$ cat src/rtl/pool_writeback.sv
// Purpose : saturates a row-major N x N accumulator stream to 8 bits, applies 2x2
//           pooling (max, or average when AVG_POOL_EN is defined), packs four pooled
//           bytes per 32-bit word and writes the words to memory port C from BASE_ADDR.
// Latency : last input beat -> first write 1 cycle; last write -> done 1 cycle
//           (18 cycles start-to-done for N=4 at full input rate).
// Backpr. : in_ready is high only in COLLECT; in_valid low stalls with no timeout.
// Ports   : clk/rst (async active-high), start pulse, in_valid/in_ready/in_data/in_last
//           element stream, mem_en_write_C/mem_addr_C/mem_data_C registered write port,
//           busy, done pulse, sticky protocol_err.
// Config  : `define AVG_POOL_EN selects average pooling; default build is max pooling.
module pool_writeback #(
    parameter int                MAT_N     = 4,
    parameter int                ACC_W     = 20,
    parameter int                ADDR_W    = 10,
    parameter logic [ADDR_W-1:0] BASE_ADDR = 10'h200
) (
    input  logic              clk,
    input  logic              rst,
    input  logic              start,
    input  logic              in_valid,
    output logic              in_ready,
    input  logic [ACC_W-1:0]  in_data,
    input  logic              in_last,
    output logic              mem_en_write_C,
    output logic [ADDR_W-1:0] mem_addr_C,
    output logic [31:0]       mem_data_C,
    output logic              busy,
    output logic              done,
    output logic              protocol_err
);
    localparam int NP     = (MAT_N / 2) * (MAT_N / 2);   // number of pooled outputs
    localparam int NW     = NP / 4;                       // number of memory words
    localparam int CNT_W  = $clog2(MAT_N * MAT_N);
    localparam int PIDX_W = $clog2(NP);
    localparam int WR_W   = (NW > 1) ? $clog2(NW) : 1;
    localparam logic [CNT_W-1:0] LAST_K  = CNT_W'(MAT_N * MAT_N - 1);
    localparam logic [WR_W-1:0]  WR_LAST = WR_W'(NW - 1);

    typedef enum logic [1:0] {IDLE, COLLECT, WRITE, DONE} state_t;

    state_t              state_q, state_d;
    logic [CNT_W-1:0]    cnt_q, cnt_d;
    logic [WR_W-1:0]     wr_q, wr_d;
    logic                err_q, err_d;
    logic                wen_q, wen_d;
    logic [ADDR_W-1:0]   addr_q, addr_d;
    logic [31:0]         data_q, data_d;
    logic [NP-1:0][7:0]  bytes_d;
    logic [7:0]          sat;
    logic [PIDX_W-1:0]   pidx;
    logic                last_beat;
`ifdef AVG_POOL_EN
    logic [NP-1:0][9:0]  sum_q, sum_d;   // 4 x 255 = 1020 fits in 10 bits
`else
    logic [NP-1:0][7:0]  pool_q, pool_d;
`endif

    assign sat       = (in_data > ACC_W'(255)) ? 8'hFF : in_data[7:0];
    assign last_beat = (cnt_q == LAST_K);
    // k -> (row/2)*(N/2) + col/2
    assign pidx = PIDX_W'((int'(cnt_q) / MAT_N / 2) * (MAT_N / 2) + (int'(cnt_q) % MAT_N) / 2);

    always_comb begin
        state_d = state_q;
        cnt_d   = cnt_q;
        wr_d    = wr_q;
        err_d   = err_q;
        wen_d   = 1'b0;
`ifdef AVG_POOL_EN
        sum_d   = sum_q;
`else
        pool_d  = pool_q;
`endif
        case (state_q)
            IDLE: begin
                if (start) begin
                    state_d = COLLECT;
                    cnt_d   = '0;
                    err_d   = 1'b0;
`ifdef AVG_POOL_EN
                    sum_d   = '0;
`else
                    pool_d  = '0;
`endif
                end
            end
            COLLECT: begin
                if (in_valid) begin
                    cnt_d = cnt_q + 1'b1;
`ifdef AVG_POOL_EN
                    sum_d[pidx] = sum_q[pidx] + {2'b00, sat};
`else
                    if (sat > pool_q[pidx]) pool_d[pidx] = sat;
`endif
                    // in_last must coincide exactly with the final element
                    if (in_last != last_beat) err_d = 1'b1;
                    if (last_beat) begin
                        state_d = WRITE;
                        wr_d    = '0;
                        wen_d   = 1'b1;
                    end
                end
            end
            WRITE: begin
                // wr_q names the word currently on the port
                if (wr_q == WR_LAST) begin
                    state_d = DONE;
                end else begin
                    wr_d  = wr_q + 1'b1;
                    wen_d = 1'b1;
                end
            end
            DONE:    state_d = IDLE;
            default: state_d = IDLE;
        endcase
    end

    // Words are built from next-state pool values so the final beat's
    // contribution is already included in the first registered write.
    always_comb begin
`ifdef AVG_POOL_EN
        for (int p = 0; p < NP; p++) bytes_d[p] = sum_d[p][9:2];
`else
        bytes_d = pool_d;
`endif
        addr_d = '0;
        data_d = '0;
        if (wen_d) begin
            addr_d = BASE_ADDR + ADDR_W'(wr_d);
            for (int w = 0; w < NW; w++) begin
                if (wr_d == WR_W'(w)) data_d = bytes_d[w*4 +: 4];
            end
        end
    end

    always_ff @(posedge clk or posedge rst) begin
        if (rst) begin
            state_q <= IDLE;
            cnt_q   <= '0;
            wr_q    <= '0;
            err_q   <= 1'b0;
            wen_q   <= 1'b0;
            addr_q  <= '0;
            data_q  <= '0;
`ifdef AVG_POOL_EN
            sum_q   <= '0;
`else
            pool_q  <= '0;
`endif
        end else begin
            state_q <= state_d;
            cnt_q   <= cnt_d;
            wr_q    <= wr_d;
            err_q   <= err_d;
            wen_q   <= wen_d;
            addr_q  <= addr_d;
            data_q  <= data_d;
`ifdef AVG_POOL_EN
            sum_q   <= sum_d;
`else
            pool_q  <= pool_d;
`endif
        end
    end

    assign in_ready       = (state_q == COLLECT);
    assign busy           = (state_q != IDLE);
    assign done           = (state_q == DONE);
    assign protocol_err   = err_q;
    assign mem_en_write_C = wen_q;
    assign mem_addr_C     = addr_q;
    assign mem_data_C     = data_q;

endmodule

$ cat config.mk
export PLATFORM = sky130hd
export DESIGN_NAME = pool_writeback
export DESIGN_NICKNAME = d
export VERILOG_FILES = /design/src/rtl/pool_writeback.sv
export SDC_FILE = /design/constraint.sdc
export NUM_CORES = 1
export LEC_CHECK = 0
export CAP_MARGIN = 20
export CORE_UTILIZATION = 56
export CTS_CLUSTER_SIZE = 20
export DETAILED_ROUTE_END_ITERATION = 10
export GPL_ROUTABILITY_DRIVEN = 0
export GPL_TIMING_DRIVEN = 0
export PLACE_DENSITY = 0.95
export SLEW_MARGIN = 0
export SYNTH_ARGS = -nofsm -noshare
export SYNTH_HDL_FRONTEND = slang
export SYNTH_SLANG_ARGS = --single-unit
export TNS_END_PERCENT = 30
$ cat constraint.sdc
create_clock -name clk -period 7.39 [get_ports clk]
set_input_delay 1.1085 -clock clk [delete_from_list [all_inputs] [get_ports clk]]
set_output_delay 1.1085 -clock clk [all_outputs]
set_load 0.05 [all_outputs]
==> run metrics <==
status=finished, violations left; failing checks=design-rule violations; mux contribution to synthesized area=under 10%; Sw Pwr=~560 µW; Critical Path Sink Type=register; clk_lat worst skew=approximately 0.37 ns; GRT met2 Usage=46.3%; max-slew violations=0; Core Rows=29; worst-margin pin slew=0.891 ns; DRT iter0 DRCs=370; critical path's top delay family=simple AND/OR/NAND/NOR gates; Pre-Repair DR Iteration Count=8; Yosys top cell by area=dfrtp_1; Synth Area in Adders=~4.3%; I/O pin cnt=72; top cells by area, synth=dfrtp_1 49%, mux4_2 4.8%, a21oi_1 4.7%, ha_1 4.3%, o2bb2ai_1 4.2%; CTS resizes=0; clk sink count=74; Synth Area in XOR/XNOR=0.233%; gr busiest metal=met2; Die Y=83.9 µm; drc violations=12; CTS max path bufs=2; Final Hold Fails=0; # diodes=0; initial antenna violation count=0; area of the die=7030 µm²; Worst setup SP type=input port; Synth Instances=approximately 370; ys async rst share=100%; fmax=between 200 and 250 MHz; Ys Warns=0; proportion of layout cells with a drive suffix above 1=between 10% and 20%; CTS Buf Count=9; CP dominant cell by count=nor2_1; Post-synth EDFFs=0; first-pass GRT wire length=~15,000 µm; GR Util met1=between 30% and 40%; total gr overflow=0; HPWL Detailed=6570 µm; crit-path cells=clkdlybuf4s50_1 -> nor4_1 -> nand3_1 -> nor2_1 -> inv_1 -> ha_1 -> nand4_1 -> nor2_1 -> nor2_1 -> o211ai_1 -> a21oi_1 -> o21ai_0; most frequent cell after synthesis=dfrtp_1; post-synthesis register bit count=74; DR WL/cell=around 18 µm; Total GRT Usage=between 20% and 30%; Initial Util=58.4%; Synth Area in Simple Gates=14.6%; pwr dens=roughly 300 nW/µm²; Net Sw Frac=between 30 and 40%; Synth Area in Compound Gates=between 15 and 20%; Slew HR=about two fifths; register area share after synthesis=~50%; leakage dissipation=2.07 nW; Worst-path clk slew=around 0.080 ns; CTS tree=yes; drt total wl=around 9700 µm; main combinational cell family by area after synthesis=compound AO/OA/AOI/OAI gates; vias in the first global route=between 3,000 and 4,000; Setup-failing EPs final=0; max incr delay on CP=0.74 ns; via count=3,259; minimum clock period=approximately 4.6 ns; syn avg cell area=10.3 µm²; die width=around 84 µm; CTS Hold Bufs=0; root buf cell=clkbuf_8; share of the synthesized area in the top cell type=49.3%; postcts setup bufs=0; clock share of power=around a quarter; filler instances=about 400; GR Layer Usage met3=about 6.1%; DRT antenna net count=0; setup TNS=0 ns; synthesized cell area=between 3000 and 4000 µm²; nets@finish=roughly 480; most instantiated cells after synthesis=74 x dfrtp_1, 36 x nand2_1, 35 x a21oi_1; Setup CP Type=in2reg; VDD IR-drop max=192 µV; Post-synth top flop=dfrtp_1; worst hold slack=a little over 0.5 ns; Min-Delay Path Class=reg2reg; part of the power in combinational logic=39.6%; CORE AREA=between 6000 and 7000 µm²; CP bufs+invs=2; RSZ-0062 raised after global routing=no; Tcrit/Tclk final=approximately 62%; Pint=843 µW; Worst Path Required=between 7 and 8 ns; IO Port Bufs=62; crit-path max FO=9; P&R area growth vs syn=25.9%; worst path arrival time=roughly 4.8 ns; Flop pwr share=roughly a third; largest net degree at the start of global routing=75; synth unique cells=47; max cap viols=0; slowest CP cell=a21oi_1; H-tree depth=3; vias per cell=around 6.2; Fin Clk Skew=0.0103 ns
## flip-flops by register name, indices dropped and copies added (netlist names)
| register | cells |
|---|---|
| mem_addr_C | 2 |
| pool_q | 32 |
| state_q | 2 |
| wr_q | 1 |
| protocol_err | 1 |
| cnt_q | 4 |
| mem_data_C | 32 |
## through the flow
| step | std cells | total power, mW | area, µm² | setup slack [ns] | util (%) |
|---|---|---|---|---|---|
| after floorplan | 373 | 0.872 | 3780 | 3.89 | - |
| after global placement | 512 | 0.990 | 4500 | 2.85 | 70.0 |
| after detailed placement | 512 | 1.02 | 4500 | 2.63 | 70.0 |
| after CTS | 528 | 1.38 | 4730 | 2.96 | 73.6 |
| after global routing | 528 | 1.45 | 4730 | 2.62 | 73.6 |
| final | 528 | 1.40 | 4730 | 2.78 | 73.6 |
## power groups by stage
stage	registers, mW	logic [mW]	clock network (mW)
final	0.484	0.555	0.361
after global routing	0.488	0.589	0.378
after CTS	0.481	0.538	0.358
after detailed placement	0.489	0.529	0
after global placement	0.486	0.504	0
after floorplan	0.482	0.390	0
## path summary, 6_finish.rpt
kind	slack, ns	from	to	cells past startpoint
worst max-delay path	2.78	in_data[17]	pool_q[25]$_DFF_PP0_	12
worst min-delay path	0.52	pool_q[17]$_DFF_PP0_	mem_data_C[17]$_DFF_PP0_	1
worst max register to register	3.95	cnt_q[3]$_DFFE_PP0P_	pool_q[25]$_DFF_PP0_	10
worst min register to register	0.52	pool_q[17]$_DFF_PP0_	mem_data_C[17]$_DFF_PP0_	1
max in group asynchronous	5.52	rst	mem_addr_C[0]$_DFF_PP0_	2
min in group asynchronous	1.28	rst	mem_data_C[5]$_DFF_PP0_	2
## cell type report
class / instances / area (µm²) / area share [%]
sequential: 74 / 1850 / 39.2
multi-input combinational: 247 / 1660 / 35.1
timing repair buffer: 62 / 621 / 13.1
buffer: 22 / 154 / 3.26
clock buffer: 10 / 138 / 2.91
inverter: 30 / 115 / 2.44
tap: 77 / 96.3 / 2.04
clock inverter: 6 / 90.1 / 1.91
## metal layers
layer,up-vias,share of wire (%),routed length (µm)
met2,232,49,4780
met4,0,3.7,361
met3,41,9.6,931
li1,1438,-,-
met1,1548,38,3660
met5,-,0,0
## logic make-up after synthesis
group / after synthesis
xor gates and xnor gates: 1
DFF: 74
AOI/OAI and AO/OA: 104
and+or+nand+nor: 112
adders and majority gates: 13
muxes: 9
other: 1
buffers and inverters: 52
## cells in the final DEF, fill, tap and decap left out, types with 3 or more instances in the layout
cell type / Yosys / routed
mux4_2: 8 / 8
a21oi_1: 35 / 35
buf_4: 11 / 11
and2_1: 4 / 4
nand2_1: 36 / 36
nor4_1: 3 / 3
o21a_1: 3 / 3
buf_6: 3 / 3
inv_1: 27 / 26
ha_1: 13 / 13
o211ai_2: 8 / 8
buf_2: 6 / 6
nor2_1: 28 / 28
o211ai_1: 3 / 3
nor2b_1: 15 / 15
nand3_1: 12 / 12
clkdlybuf4s50_1: 0 / 62
conb_1: 1 / 8
o21ai_1: 4 / 4
inv_2: 3 / 3
dfrtp_1: 74 / 74
clkbuf_8: 0 / 10
o2bb2ai_1: 18 / 18
o21ai_0: 16 / 16
nand4_1: 3 / 3
nor3_1: 4 / 4
## worst register-to-register path: cells and delay by family (launching register included)
family | cells | cell delay, ns
AOI/OAI and AO/OA | 3 | 1.12
muxes | 1 | 0.54
and+or+nand+nor | 3 | 0.54
buffers and inverters | 2 | 0.42
DFF | 1 | 0.41
adders and majority gates | 1 | 0.25
No activity file was read; power rests on OpenSTA's default activity.
